--- src/rtl/game_state_controller_pkg.sv ---
// game_state_controller_pkg: shared game constants, state encoding and score helper
package game_state_controller_pkg;

   typedef enum logic [1:0] {
      ST_IDLE = 2'd0,
      ST_PLAY = 2'd1,
      ST_DEAD = 2'd2
   } state_t;

   localparam logic signed [31:0] INVALID         = -32'sd1;
   localparam logic signed [31:0] PIPE_WIDTH      = 32'sd52;
   localparam logic signed [31:0] PIPE_GAP_HEIGHT = 32'sd100;
   localparam logic signed [31:0] SCREEN_WIDTH    = 32'sd640;

   // score plus 0..3 passed pipes, pinned at the 16-bit ceiling
   function automatic logic [15:0] sat_add16(input logic [15:0] a, input logic [1:0] b);
      logic [16:0] s;
      s = {1'b0, a} + {15'd0, b};
      return s[16] ? 16'hFFFF : s[15:0];
   endfunction

endpackage

--- src/rtl/game_state_controller_flap_edge_detect.sv ---
// flap_edge_detect: two-flop synchronizer for the raw button plus rising-edge pulse
module flap_edge_detect (
   input  logic iClock,
   input  logic iReset,
   input  logic iFlap,
   output logic oPulse
);

   logic sync0, sync1, prev;

   // synchronize the asynchronous button and remember the last synchronized level
   always_ff @(posedge iClock) begin
      if (iReset) begin
         sync0 <= 1'b0;
         sync1 <= 1'b0;
         prev  <= 1'b0;
      end else begin
         sync0 <= iFlap;
         sync1 <= sync0;
         prev  <= sync1;
      end
   end

   assign oPulse = sync1 & ~prev;

endmodule

--- src/rtl/game_state_controller.sv ---
// game_state_controller: game FSM, round-robin collision check, scoring and high score
module game_state_controller
   import game_state_controller_pkg::*;
#(
   parameter int BIRD_X    = 160,
   parameter int BIRD_SIZE = 24,
   parameter int GROUND_Y  = 400,
   parameter int DEAD_HOLD = 25000000
) (
   input  logic               iClock,
   input  logic               iReset,
   input  logic               iFlap,
   input  logic signed [31:0] iBirdY,
   input  logic signed [31:0] iPipe1X,
   input  logic signed [31:0] iPipe1Y,
   input  logic signed [31:0] iPipe2X,
   input  logic signed [31:0] iPipe2Y,
   input  logic signed [31:0] iPipe3X,
   input  logic signed [31:0] iPipe3Y,
   output logic [1:0]         oState,
   output logic [15:0]        oScore,
   output logic [15:0]        oHighScore,
   output logic               oCollision
);

   localparam logic signed [31:0] BX   = 32'(BIRD_X);
   localparam logic signed [31:0] BS   = 32'(BIRD_SIZE);
   localparam logic signed [31:0] GY   = 32'(GROUND_Y);
   localparam logic [31:0]        HOLD = 32'(DEAD_HOLD);

   state_t             state, next_state;
   logic               flap, start, hit_q, pipe_hit, bounds;
   logic [1:0]         idx, score_inc;
   logic [2:0]         scores;
   logic [15:0]        score, high_score, score_next;
   logic [31:0]        dead_cnt;
   logic signed [31:0] sel_x, sel_y, bird_bot;
   logic signed [31:0] px [3];
   logic signed [31:0] py [3];
   logic signed [31:0] prev_x [3];

   flap_edge_detect u_flap (
      .iClock (iClock),
      .iReset (iReset),
      .iFlap  (iFlap),
      .oPulse (flap)
   );

   assign px    = '{iPipe1X, iPipe2X, iPipe3X};
   assign py    = '{iPipe1Y, iPipe2Y, iPipe3Y};
   assign start = state == ST_IDLE && flap;

   // collision check against the one pipe selected this cycle, plus the screen bounds
   always_comb begin
      sel_x    = idx == 2'd0 ? px[0] : idx == 2'd1 ? px[1] : px[2];
      sel_y    = idx == 2'd0 ? py[0] : idx == 2'd1 ? py[1] : py[2];
      bird_bot = iBirdY + BS;
      pipe_hit = sel_y != INVALID && sel_x < BX + BS && sel_x + PIPE_WIDTH > BX &&
                 (iBirdY < sel_y || bird_bot > sel_y + PIPE_GAP_HEIGHT);
      bounds   = iBirdY < 0 || bird_bot > GY;
   end

   // a pipe scores when its right edge crosses left of the bird's left edge this cycle
   always_comb begin
      scores = '0;
      for (int i = 0; i < 3; i++)
         scores[i] = state == ST_PLAY && py[i] != INVALID &&
                     prev_x[i] + PIPE_WIDTH >= BX && px[i] + PIPE_WIDTH < BX;
      score_inc  = 2'(scores[0]) + 2'(scores[1]) + 2'(scores[2]);
      score_next = sat_add16(score, score_inc);
   end

   // state register
   always_ff @(posedge iClock) begin
      if (iReset) state <= ST_IDLE;
      else        state <= next_state;
   end

   // next-state logic; the unused encoding falls back to IDLE
   always_comb begin
      next_state = ST_IDLE;
      case (state)
         ST_IDLE: next_state = flap ? ST_PLAY : ST_IDLE;
         ST_PLAY: next_state = hit_q ? ST_DEAD : ST_PLAY;
         ST_DEAD: next_state = flap && dead_cnt >= HOLD ? ST_IDLE : ST_DEAD;
         default: next_state = ST_IDLE;
      endcase
   end

   // outputs
   always_comb begin
      oState     = state;
      oScore     = score;
      oHighScore = high_score;
      oCollision = hit_q;
   end

   // datapath: pipe index, registered hit, score, high score, dead counter, previous X
   always_ff @(posedge iClock) begin
      if (iReset) begin
         idx        <= 2'd0;
         hit_q      <= 1'b0;
         score      <= 16'd0;
         high_score <= 16'd0;
         dead_cnt   <= 32'd0;
         for (int i = 0; i < 3; i++) prev_x[i] <= '0;
      end else begin
         idx        <= idx == 2'd2 ? 2'd0 : idx + 2'd1;
         hit_q      <= state == ST_PLAY && !hit_q && (pipe_hit || bounds);
         score      <= start ? 16'd0 : score_next;
         if (state == ST_PLAY && next_state == ST_DEAD && score_next > high_score)
            high_score <= score_next;
         dead_cnt   <= state != ST_DEAD ? 32'd0 : dead_cnt == HOLD ? dead_cnt : dead_cnt + 32'd1;
         for (int i = 0; i < 3; i++) prev_x[i] <= start ? '0 : px[i];
      end
   end

endmodule

--- config.mk ---
export PLATFORM = sky130hd
export DESIGN_NAME = game_state_controller
export DESIGN_NICKNAME = d
export VERILOG_FILES = /design/src/rtl/game_state_controller_pkg.sv /design/src/rtl/game_state_controller_flap_edge_detect.sv /design/src/rtl/game_state_controller.sv
export SDC_FILE = /design/constraint.sdc
export NUM_CORES = 1
export LEC_CHECK = 0
export CAP_MARGIN = 20
export CELL_PAD_IN_SITES_DETAIL_PLACEMENT = 0
export CELL_PAD_IN_SITES_GLOBAL_PLACEMENT = 2
export CORE_MARGIN = 2
export CORE_UTILIZATION = 32
export CTS_CLUSTER_SIZE = 12
export DETAILED_ROUTE_END_ITERATION = 12
export PLACE_DENSITY_LB_ADDON = 0.1
export SLEW_MARGIN = 40
export SYNTH_ARGS = -nofsm -noshare
export SYNTH_HDL_FRONTEND = slang
export SYNTH_HIERARCHICAL = 1
export SYNTH_SLANG_ARGS = --single-unit
--- constraint.sdc ---
create_clock -name iClock -period 22.3 [get_ports iClock]
set_input_delay 6.69 -clock iClock [delete_from_list [all_inputs] [get_ports iClock]]
set_output_delay 6.69 -clock iClock [all_outputs]
set_load 0.005 [all_outputs]
Word-level counts from Yosys, hierarchy flattened:

Memory sizes are Yosys's and may differ from the RTL's.
Index checks and enable logic that the tools add are counted.

* reductions and logical operators: 27
* mux-type cells: 18
* magnitude comparators: 14
* add/sub/neg operators: 14
* equality and inequality tests: 11
* bitwise logic cells: 5

Operator list (number)
* $mux 32: 10
* $add 32x7->32 const B: 7
* $lt 32x9->1 const B: 4
* $ne 32x1->1 const B: 4
* $ge 32x9->1 const B: 3
* $add 32x1->32 const B: 1
* $add 32x6->32 const B: 1
* $add 32x8->32 const B: 1
* $eq 32x25->1 const B: 1
* $ge 32x25->1 const B: 1
* $gt 32x10->1 const B: 1
* $gt 32x32->1: 1
* $gt 32x9->1 const B: 1
* $lt 32x1->1 const B: 1
* $lt 32x32->1: 1
* $logic_and 1x1->1: 18
* $add 16x2->17: 1
* $gt 16x16->1: 1
* $mux 16: 1
* $eq 2x2->1 const B: 3
* $pmux 2 s3: 1
* $reduce_or 2->1: 3
* $eq 2x1->1 const B: 2
* $logic_not 2->1: 2
* 11 further kinds: 19

* input port bits: 227
* logic and storage cells: 99
* memories kept: 1
* memory bits (writable): 96
* flip-flop bits (word level): 72
* output and inout bits: 35

Memories
* prev_x: depth 3, width 32, rd ports 3, clocked after Yosys merged registers in 0, wr ports 3, RTL line game_state_controller.sv:40 `logic signed [31:0] prev_x [3];`

Logic depth before layout (Yosys ltp):

Gate-level depths: netlist of run 1.

* depth after elaboration: 10
* depth in mapped cells: 27
* mapped depth without buffers: 26

Hierarchy:

The synthesis of run 1 kept the hierarchy.

By module, submodules not included
* game_state_controller: times used 1, area each 11481.0 um^2, cells an instance 1377, seq. area each 3183.1 um^2
* flap_edge_detect: times used 1, area each 87.6 um^2, cells an instance 7, seq. area each 60.1 um^2

Worst setup path before layout of run 1:

Ideal clock, no wire load.

* path type: in2reg
* from: input port iPipe3X[21]
* to: register high_score[14], in the netlist oHighScore[14]
* path buffers: 2
* slack: 10.329 ns
* data arrival time: 11.843 ns
* cell stages on the path: 25
* cells stage by stage: nand4_1 > or4_1 > nor3_1 > a221oi_1 > a211oi_1 > nand3_1 > fa_1 > inv_1 > ha_1 > fa_1 > nand3_1 > nor2_1 > nand3_1 > clkbuf_1 > nand2_1 > ha_1 > a21o_1 > a21o_1 > a21oi_1 > o21ai_0 > a211oi_1 > a211oi_1 > clkbuf_1 > mux2i_1 > nor2_1

* longest elaborated chain between the ends: 8

RTL lines
* start: declaration: RTL line game_state_controller.sv:18 `input logic signed [31:0] iPipe3X,`
* $add 32x7->32: RTL line game_state_controller.sv:68 `prev_x[i] + PIPE_WIDTH >= BX && px[i] + PIPE_WIDTH < BX;`
* $lt 32x9->1: RTL line game_state_controller.sv:68
* $logic_and 1x1->1: RTL line game_state_controller.sv:68
* $add 2x1->2: RTL line game_state_controller.sv:69 `score_inc = 2'(scores[0]) + 2'(scores[1]) + 2'(scores[2]);`
* $add 16x2->17: RTL line game_state_controller_pkg.sv:18 `s = {1'b0, a} + {15'd0, b};`
* $mux 16: RTL line game_state_controller_pkg.sv:19 `return s[16] ? 16'hFFFF : s[15:0];`
* named net score_next[9]: RTL line game_state_controller.sv:35 `logic [15:0] score, high_score, score_next;`
* $gt 16x16->1: RTL line game_state_controller.sv:111 `if (state == ST_PLAY && next_state == ST_DEAD && score_next > high_score)`
* $logic_and 1x1->1: RTL line game_state_controller.sv:111
* end signal: assignment: RTL line game_state_controller.sv:112 `high_score <= score_next;`
* end: declaration: RTL line game_state_controller.sv:35

The timed path passes the listed nets, and every way through them passes these cells.
A chain may end at the register's enable or synchronous reset.

Worst setup path after layout of run 1:

* from: input port iPipe3X[24]
* to: register high_score[11], in the netlist oHighScore[11]

The elaborated chain is that of the path after synthesis.

==> results_dict.tcl, run 1 <==
set metrics [dict create \
    synthToLayoutAreaGrowth_pct 31.71 \
    root_buffer "clkbuf_16" \
    min_from "u_flap/sync0$_SDFF_PP0_" \
    coreArea_um2 35570 \
    status "finished clean" \
    synth_seq_area_share_pct 28.03 \
    multiInputGateArea_um2 7985 \
    irDropWorstVdd_mv 0.04821 \
    synth_edf_count 0 \
    slew_headroom_pct 49.81 \
    placed_cell_area_um2 14620 \
    ios 262 \
    r2r-start "prev_x[0][66]$_SDFF_PP0_" \
    die-area_um2 37690 \
    grt_pass1_vias 11117 \
    insertion_delay_ns 0.43 \
    vias_per_cell 5.340 \
    yosysWarnings 6 \
    dr.pass1.iters 6 \
    cts_setup_buffers 0 \
    timing.setup.tns_ns 0 \
    clkPwrFrac_pct 32.3 \
    worstPathMaxFanout 23 \
    utilization_pct 42.84 \
    comb_power_share_pct 34.9 \
    fmax_mhz 80.38 \
    crit_path_end_kind "flop" \
    setup_violations 0 \
    stdcell_count 2102 \
    placed_cells 2066 \
    die_h_um 194.1 \
    nNetsFinal 1940 \
    avgRoutedWirePerCell_um 19.90 \
    die-width_um 194.1 \
    start_util_pct 32.52 \
    gp_congestion 0.8778 \
    antenna_found_initial 9 \
    detail-route-antenna-nets 0 \
    grt_usage_pct 21.71 \
    worstMarginPinSlew_ns 0.7529 \
    fillers 3653 \
    p_int_uw 611.2 \
    cts-hold-fix-buffers 0 \
    cp-start-kind "input port" \
    required_ns 22.64 \
    slowest_delay_ns 0.54 \
    fin_crit_sh_pct 55.79 \
    clockBufferDepth 2 \
    syn_inst 1384 \
    clk_pin_slew_ns 0.07 \
    drc 0 \
    layout-drive-gt1-share_pct 5.742 \
    crit_arrival_ns 12.78 \
    critPathKind "input port to flop" \
    rsz0062_at_grt "false" \
    p_seq_share_pct 32.8 \
    syn_nets 1700 \
    power_density_nw_per_um2 61.36 \
    fin_crit_ns 12.44 \
    ys.flop_type "dfxtp_1" \
    final_area_um2 15240 \
    routed_wl_mm 41.84 \
    cp_cell_sequence "clkdlybuf4s50_1, nand4_1, or4_1, nor3_1, a221oi_1, a211oi_1, nand3_1, fa_1, inv_1, ha_1, fa_1, nand3_1, nor2_1, nand3_2, nand2_1, ha_1, a21o_1, a21o_1, a21oi_1, o21ai_0, a211oi_1, a211oi_4, buf_6, a311oi_1" \
    grt_max_degree 80 \
    yosys_register_bits 162 \
    synth.avg_cell_area_um2 8.359 \
    grt_pass1_wl_mm 64.44 \
    ff_latch_area_um2 3243 \
    synth_area_um2 11570 \
    maxCapViolations 0 \
    finalMaxSlewViolations 0 \
    report.final.hold_viol_count 0 \
    critPathLaunch "iPipe3X[24]" \
    hold_path_class "flop to flop" \
    cts_sinks 162 \
    drtIter0Drc 671 \
    h-tree-depth 4 \
    swShare_pct 34.62 \
    rows 69 \
    overflow 0 \
    dpl.hpwl_mm 34.66 \
    async_flop_share_pct 0 \
    cts_buffers 17 \
    power_switching_uw 323.7 \
    numPortBuffers 261 \
    fin_skew_ns 0.01359 \
    synth_cell_types 70 \
    leakage_nw 5.642 \
    cts_resized 0 \
    cts_tree "done" \
    via_count 11224 \
    crit_slowest_cell "clkdlybuf4s50_1" \
]
synthesized netlist by cell type, drive strengths merged (41+ instances only):
| library cell | instances | area, um2 |
|---|---|---|
| dfxtp | 162 | 3243 |
| a21oi | 50 | 250.2 |
| ha | 87 | 1089 |
| mux2i | 68 | 680.7 |
| and2 | 110 | 688.2 |
| nand4 | 88 | 565.5 |
| nand3 | 53 | 265.3 |
| xnor2 | 48 | 420.4 |
| nand2 | 97 | 364.1 |
| nor4 | 62 | 409.1 |
| xor2 | 47 | 411.6 |
| nor2 | 104 | 397.9 |
| inv | 41 | 153.9 |
power by group through the flow:
stage	Clock (mW)	Combinational [mW]	Sequential, mW
global placement	0	0.323	0.313
finish	0.302	0.326	0.306
global route	0.320	0.361	0.308
floorplan	0	0.203	0.311
CTS	0.309	0.326	0.306
detailed placement	0	0.323	0.313
routing by layer:
layer	global-route usage (%)	part of all wire, %	vias up
met5	0	0.16	-
met4	5.163	1.6	10
met3	4.749	5.4	53
met2	34.41	45	317
met1	29.93	48	5247
li1	-	-	5597
layout by cell type (no fill, tap or decap), types with 11 or more instances in the layout:
cell type        instances
nand2_1                 97
nor2b_1                 12
o21ai_0                 40
a21oi_1                 50
and3_1                  15
nand3_1                 52
a21o_1                  21
nor4_1                  60
nor3_1                  35
mux2i_1                 68
nand2b_1                14
clkdlybuf4s50_1        261
nand4_1                 87
inv_1                   41
nor2_1                 102
clkbuf_16               17
a211oi_1                11
and2_1                 110
dfxtp_1                162
xor2_1                  47
ha_1                    85
xnor2_1                 48
a311oi_1                12
mux2_2                  36
logic make-up (layout without fill, tap and decap cells):
kind of cell               after synthesis  after routing  share of synthesized area [%]
AOI/OAI and AO/OA                      203            203                          11.64
adders and majority gates               89             89                          9.756
xor gates and xnor gates                95             95                          7.192
other                                    0              4                              0
and+or+nand+nor                        642            642                          30.61
DFF                                    162            162                          28.03
muxes                                  105            105                          9.485
buffers and inverters                   88            341                          3.288
state kept, by name (all words and copies together) (netlist names):
signal / cells
idx: 2
u_flap/sync0: 1
oScore: 16
oState: 2
oHighScore: 16
u_flap/prev: 1
dead_cnt: 32
u_flap/sync1: 1
prev_x: 90
oCollision: 1
worst paths after layout:
| kind | endpoint | slack (ns) | cells after the start |
|---|---|---|---|
| setup / recovery | oHighScore[11]$_SDFFE_PP0P_ | 9.86 | 24 |
| hold reg to reg | u_flap/sync1$_SDFF_PP0_ | 0.45 | 1 |
| setup reg to reg | oHighScore[11]$_SDFFE_PP0P_ | 16.00 | 25 |
| hold / removal | u_flap/sync1$_SDFF_PP0_ | 0.45 | 1 |
area by class of cell:
class,instances,share of cell area (%)
Inverter,42,1.051
Tap cell,461,3.786
Antenna cell,4,0.06569
Timing Repair Buffer,267,17.49
Clock inverter,14,1.100
Multi-Input combinational cell,1134,52.41
Clock buffer,18,2.817
Sequential cell,162,21.28
stage by stage:
| step | hold WS, ns | setup WS (ns) | power (mW) |
|---|---|---|---|
| finish | 0.4523 | 9.859 | 0.9349 |
| global route | 0.4829 | 9.258 | 0.9884 |
| CTS | 0.4554 | 9.560 | 0.9406 |
| detailed placement | 0.4398 | 9.109 | 0.6364 |
| global placement | 0.4446 | 8.914 | 0.6362 |
| floorplan | 0.4138 | 10.33 | 0.5142 |
critical path: cells and delay by family:
family	cells	cell delay, ns
simple gates	8	2.29
compound gates	9	1.78
fa+ha+maj	4	1.21
buf+inv	3	0.79
Note: power is estimated with default switching activity, not from simulation.
==> inputs of run 2 (changes only) <==
--- a/config.mk
+++ b/config.mk
@@ -9,7 +9,7 @@
 export CELL_PAD_IN_SITES_DETAIL_PLACEMENT = 0
 export CELL_PAD_IN_SITES_GLOBAL_PLACEMENT = 2
 export CORE_MARGIN = 2
-export CORE_UTILIZATION = 32
+export CORE_UTILIZATION = 27
 export CTS_CLUSTER_SIZE = 12
 export DETAILED_ROUTE_END_ITERATION = 12
 export PLACE_DENSITY_LB_ADDON = 0.1
==> constraint.sdc (replaced) <==
create_clock -name iClock -period 10.95 [get_ports iClock]
set_input_delay 3.285 -clock iClock [delete_from_list [all_inputs] [get_ports iClock]]
set_output_delay 3.285 -clock iClock [all_outputs]
set_load 0.005 [all_outputs]
==> results_dict.tcl, run 2 (synthesis results as in run 1) <==
set metrics [dict create \
    largest_register "prev_x" \
    fin_crit_sh_pct 84.67 \
    coreArea_um2 42130 \
    fmax_mhz 107.9 \
    cp-start-kind "input port" \
    detail-route-antenna-nets 0 \
    die_h_um 211.0 \
    crit_arrival_ns 9.58 \
    insertion_delay_ns 0.44 \
    vias_per_cell 5.061 \
    timing.setup.tns_ns 0 \
    root_buffer "clkbuf_16" \
    top_layer "met5" \
    rsz0062_at_grt "false" \
    die-area_um2 44520 \
    routed_wl_mm 44.36 \
    worstPathMaxFanout 17 \
    placed_cell_area_um2 14710 \
    gp_congestion 0.8888 \
    antenna_found_initial 3 \
    die-width_um 211.0 \
    avgRoutedWirePerCell_um 20.39 \
    r2r-end "oHighScore[15]$_SDFFE_PP0P_" \
    final_area_um2 15270 \
    dr.pass1.iters 5 \
    ios 262 \
    h-tree-depth 4 \
    overflow 0 \
    r2r_slack_ns 4.42 \
    met3_length_mm 1.797 \
    rows 75 \
    cts_resized 0 \
    fillers 4401 \
    required_ns 11.26 \
    clk_pin_slew_ns 0.06 \
    reg2regPathDepth 26 \
    finalMaxSlewViolations 0 \
    via_count 11012 \
    grt_pass1_vias 11038 \
    drc 0 \
    worstMarginPinSlew_ns 0.8184 \
    cts_tree "done" \
    layout-drive-gt1-share_pct 5.742 \
    start_util_pct 27.46 \
    wl_met2_mm 19.70 \
    power_density_nw_per_um2 121.8 \
    fin_crit_ns 9.271 \
    ff_latch_area_um2 3243 \
    clockBufferDepth 2 \
    grt_usage_pct 19.85 \
    leakage_nw 5.619 \
    hold_path_class "flop to flop" \
    r2r-start "prev_x[0][66]$_SDFF_PP0_" \
    setup_violations 0 \
    antenna_cells 0 \
    cts_sinks 162 \
    status "finished clean" \
    numPortBuffers 261 \
    grt_pass1_wl_mm 67.21 \
    dpl.hpwl_mm 36.87 \
    layout_commonest_cell "clkdlybuf4s50_1" \
    cts-hold-fix-buffers 0 \
    report.final.hold_viol_count 0 \
    fin_skew_ns 0.008866 \
    irDropWorstVdd_mv 0.1023 \
    critPathLaunch "iPipe3X[21]" \
    crit_path_end_kind "flop" \
    drtIter0Drc 579 \
    largest_reg_flops 90 \
    final_cell_mix "clkdlybuf4s50_1, dfxtp_1, and2_1" \
    grt_max_degree 76 \
    synthToLayoutAreaGrowth_pct 32.01 \
    met1_length_mm 22.39 \
    cts_setup_buffers 0 \
    multiInputGateArea_um2 7980 \
    maxCapViolations 0 \
    reg_top3 "prev_x x90, dead_cnt x32" \
    slew_headroom_pct 44.94 \
    critPathKind "input port to flop" \
    crit_path_end "oHighScore[15]$_SDFFE_PP0P_" \
    cts_buffers 17 \
    nNetsFinal 1940 \
]
run 2: worst max-delay path, stage by stage:
cell and delay (ns):
clkdlybuf4s50_1 0.55, nand4_1 0.12, or4_1 0.54, nor3_1 0.20, a221oi_1 0.15, a211oi_1 0.20, nand3_1 0.16, fa_1 0.46
inv_1 0.08, ha_1 0.18, fa_1 0.31, nand3_1 0.17, nor2_1 0.39, nand3_1 0.46, buf_4 0.34, nand2_1 0.09
ha_1 0.15, o21a_1 0.12, o21a_1 0.11, o211ai_1 0.08, a21o_1 0.19, a211oi_4 0.61, buf_4 0.32, mux2i_1 0.22
nor2_1 0.05
run 2: routing by layer:
layer / GRT usage, % / vias to the layer above
met3: 3.152 / 26
met2: 31.50 / 243
met5: 0 / -
met4: 3.545 / 2
met1: 28.51 / 5143
li1: - / 5598
run 2: final cells by class:
cell class | count | area share [%]
clock buffers | 18 | 2.876
clock inverters | 14 | 0.7701
inverters | 42 | 1.049
multi-input cells | 1134 | 52.25
flip-flops and latches | 162 | 21.24
well taps | 539 | 4.416
repair buffers | 267 | 17.40
run 2: power breakdown:
group          switching, mW  leakage (nW)  total, mW  internal, mW
clock network          0.266         0.272      0.569         0.303
registers             0.0126          1.33      0.624         0.611
logic                  0.380          4.02      0.668         0.288
run 2: stage by stage:
stage	hold slack, ns	cells	power (mW)	worst slack, ns	utilization [%]
global route	0.4764	2176	1.978	1.015	36.25
detailed placement	0.4421	2144	1.304	1.152	34.92
finish	0.4566	2176	1.861	1.679	36.25
floorplan	0.4138	1384	1.047	2.384	-
CTS	0.4592	2176	1.880	1.605	36.24
global placement	0.4334	2144	1.307	1.342	34.92
run 2: how the worst min path moves through the flow:
stage	to	cells after the start	start	slack [ns]
3_3_place_gp	u_flap/sync1$_SDFF_PP0_	1	u_flap/sync0$_SDFF_PP0_	0.43
2_1_floorplan	u_flap/sync1$_SDFF_PP0_	1	u_flap/sync0$_SDFF_PP0_	0.41
3_5_place_dp	u_flap/sync1$_SDFF_PP0_	1	u_flap/sync0$_SDFF_PP0_	0.44
4_1_cts	u_flap/sync1$_SDFF_PP0_	1	u_flap/sync0$_SDFF_PP0_	0.46
5_1_grt	u_flap/prev$_SDFF_PP0_	1	u_flap/sync1$_SDFF_PP0_	0.48
6_report	u_flap/sync1$_SDFF_PP0_	1	u_flap/sync0$_SDFF_PP0_	0.46
==> inputs of run 3 (changes only) <==
--- a/config.mk
+++ b/config.mk
@@ -9,7 +9,7 @@
 export CELL_PAD_IN_SITES_DETAIL_PLACEMENT = 0
 export CELL_PAD_IN_SITES_GLOBAL_PLACEMENT = 2
 export CORE_MARGIN = 2
-export CORE_UTILIZATION = 27
+export CORE_UTILIZATION = 30
 export CTS_CLUSTER_SIZE = 12
 export DETAILED_ROUTE_END_ITERATION = 12
 export PLACE_DENSITY_LB_ADDON = 0.1
==> constraint.sdc (replaced) <==
create_clock -name iClock -period 9.22 [get_ports iClock]
set_input_delay 2.766 -clock iClock [delete_from_list [all_inputs] [get_ports iClock]]
set_output_delay 2.766 -clock iClock [all_outputs]
set_load 0.005 [all_outputs]
==> results_dict.tcl, run 3 (synthesis results as in run 1) <==
set metrics [dict create \
    status "finished clean" \
    rows 71 \
    clockBufferDepth 2 \
    dr.pass1.iters 5 \
    detail-route-antenna-nets 0 \
    cp_top_family "simple AND/OR/NAND/NOR gates" \
    grt_pass1_wl_mm 66.16 \
    grt_pass1_vias 11285 \
    layout-drive-gt1-share_pct 5.800 \
    p_int_mw 1.507 \
    setup_violations 0 \
    drc 0 \
    r2r-start "prev_x[0][2]$_SDFF_PP0_" \
    report.final.hold_viol_count 0 \
    die-width_um 200.4 \
    hold_path_class "flop to flop" \
    critPathKind "input port to flop" \
    clkPwrFrac_pct 32.8 \
    finalMaxSlewViolations 0 \
    power_switching_uw 781.6 \
    fillers 3915 \
    final_cell_mix "clkdlybuf4s50_1, dfxtp_1, and2_1" \
    r2r_slack_ns 2.93 \
    avgRoutedWirePerCell_um 19.95 \
    cts_sinks 162 \
    rsz0062_at_grt "false" \
    crit_path_end_kind "flop" \
    vias_per_cell 5.247 \
    grt_usage_pct 21.19 \
    fin_crit_ns 8.494 \
    root_buffer "clkbuf_16" \
    min_from "u_flap/sync0$_SDFF_PP0_" \
    worstMarginPinSlew_ns 0.7917 \
    ff_latch_area_um2 3243 \
    clk_pin_slew_ns 0.06 \
    holdPathEnd "u_flap/sync1$_SDFF_PP0_" \
    antenna_cells 0 \
    routed_wl_mm 42.86 \
    maxCapViolations 0 \
    worstHoldPathCells 1 \
    r2r-end "oHighScore[10]$_SDFFE_PP0P_" \
    worstPathMaxFanout 23 \
    fmax_mhz 117.7 \
    fin_crit_sh_pct 92.12 \
    drtIter0Drc 553 \
    synthToLayoutAreaGrowth_pct 32.40 \
    grt_max_degree 74 \
    cp_num_buf_inv 3 \
    cts_tree "done" \
    fin_skew_ns 0.01186 \
    dpl.hpwl_mm 35.56 \
    start_util_pct 30.57 \
    layout_commonest_cell "clkdlybuf4s50_1" \
    cts_buffers 17 \
    multiInputGateArea_um2 7980 \
    nNetsFinal 1941 \
    p_seq_share_pct 32.4 \
    ios 262 \
    coreArea_um2 37840 \
    cts-hold-fix-buffers 0 \
    cts_resized 0 \
    cp_cell_sequence "clkdlybuf4s50_1, nand4_1, or4_1, nor3_1, a221oi_1, a211oi_1, nand3_1, fa_1, inv_1, ha_1, fa_1, nand3_1, nor2_1, nand3_1, nand2_1, ha_1, a21o_1, a21o_1, a21oi_1, o21ai_0, a211oi_1, a211oi_4, buf_12, a311oi_1" \
    slew_headroom_pct 47.22 \
    antenna_found_initial 0 \
    gp_congestion 0.8529 \
    power_density_nw_per_um2 149.4 \
    crit_slowest_cell "clkdlybuf4s50_1" \
    largest_reg_flops 90 \
    slowest_delay_ns 0.58 \
    required_ns 9.57 \
    overflow 0 \
    numPortBuffers 261 \
    cp-start-kind "input port" \
    h-tree-depth 4 \
    die_h_um 200.4 \
    via_count 11275 \
    swShare_pct 34.15 \
    leakage_nw 5.656 \
    crit_arrival_ns 8.85 \
    insertion_delay_ns 0.45 \
    comb_power_share_pct 34.8 \
    irDropWorstVdd_mv 0.1079 \
    largest_register "prev_x" \
    timing.setup.tns_ns 0 \
    reg_top3 "prev_x x90, dead_cnt x32" \
    die-area_um2 40150 \
    cts_setup_buffers 0 \
    reg2regPathDepth 24 \
    utilization_pct 40.47 \
    cp_common_cell "nand3_1" \
]
==> run 3: changes by cell type in the layout (fill, tap and decap cells not counted) <==
cell       change
bufinv_16      +3
inv_6          -3
buf_12         +1
clkinv_2       +1
clkinv_4       -1
==> run 3: metal layers <==
| layer | routed length (um) | track usage, % | vias to the layer above |
|---|---|---|---|
| met5 | 0 | 0 | - |
| met4 | 908 | 6.296 | 0 |
| met3 | 2396 | 4.458 | 48 |
| met2 | 19470 | 34.42 | 309 |
| met1 | 20090 | 28.18 | 5318 |
| li1 | - | - | 5600 |
==> run 3: worst register-to-register path: stages, from the launching register on <==
cell and delay [ns]:
dfxtp_1 0.31, a21o_1 0.19, o21ai_0 0.15, nor4_1 0.08, nand4_1 0.09, o21ai_0 0.22, a2111oi_0 0.74, o31ai_1 0.23
fa_1 0.50, inv_1 0.07, ha_1 0.18, fa_1 0.30, nand3_1 0.16, nor2_1 0.41, nand3_1 0.48, nand2_1 0.21
ha_1 0.26, a21o_1 0.16, a21o_1 0.16, a21oi_1 0.14, o21ai_0 0.14, a211oi_1 0.40, a211oi_4 0.17, buf_12 0.19
a311oi_1 0.26
==> run 3: per-stage QoR <==
stage	total power, mW	area, um2	instances	hold slack [ns]	setup WS, ns
finish	2.289	15320	2149	0.4351	0.7261
global route	2.419	15320	2149	0.4621	0.1148
CTS	2.307	15320	2149	0.4427	0.7452
detailed placement	1.548	14700	2117	0.4274	0.2965
global placement	1.549	14700	2117	0.4488	0.4442
floorplan	1.244	11570	1384	0.4138	1.173
==> run 3: how the worst max path moves through the flow <==
stage	startpoint	end	depth (start not counted)
after global routing	iPipe3X[30]	oHighScore[7]$_SDFFE_PP0P_	24
after CTS	iPipe3X[26]	oHighScore[10]$_SDFFE_PP0P_	24
after global placement	iPipe3X[26]	oHighScore[8]$_SDFFE_PP0P_	24
after detailed placement	iPipe3X[26]	oHighScore[11]$_SDFFE_PP0P_	24
after floorplan	iPipe3X[21]	oHighScore[14]$_SDFFE_PP0P_	25
final	iPipe3X[30]	oHighScore[10]$_SDFFE_PP0P_	24
==> run 3: area by class of cell <==
type / instances / share of cell area [%]
Inverter: 42 / 1.046
Multi-Input combinational cell: 1134 / 52.10
Clock buffer: 18 / 2.867
Clock inverter: 14 / 1.160
Tap cell: 511 / 4.174
Sequential cell: 162 / 21.17
Timing Repair Buffer: 268 / 17.48
==> run 3: power by group through the flow <==
stage                     sequential (mW)  combinational [mW]  clock, mW
after floorplan                     0.752               0.492          0
after global placement              0.757               0.792          0
after detailed placement            0.757               0.791          0
after CTS                           0.741               0.796      0.770
after global routing                0.744               0.876      0.800
final                               0.741               0.797      0.751
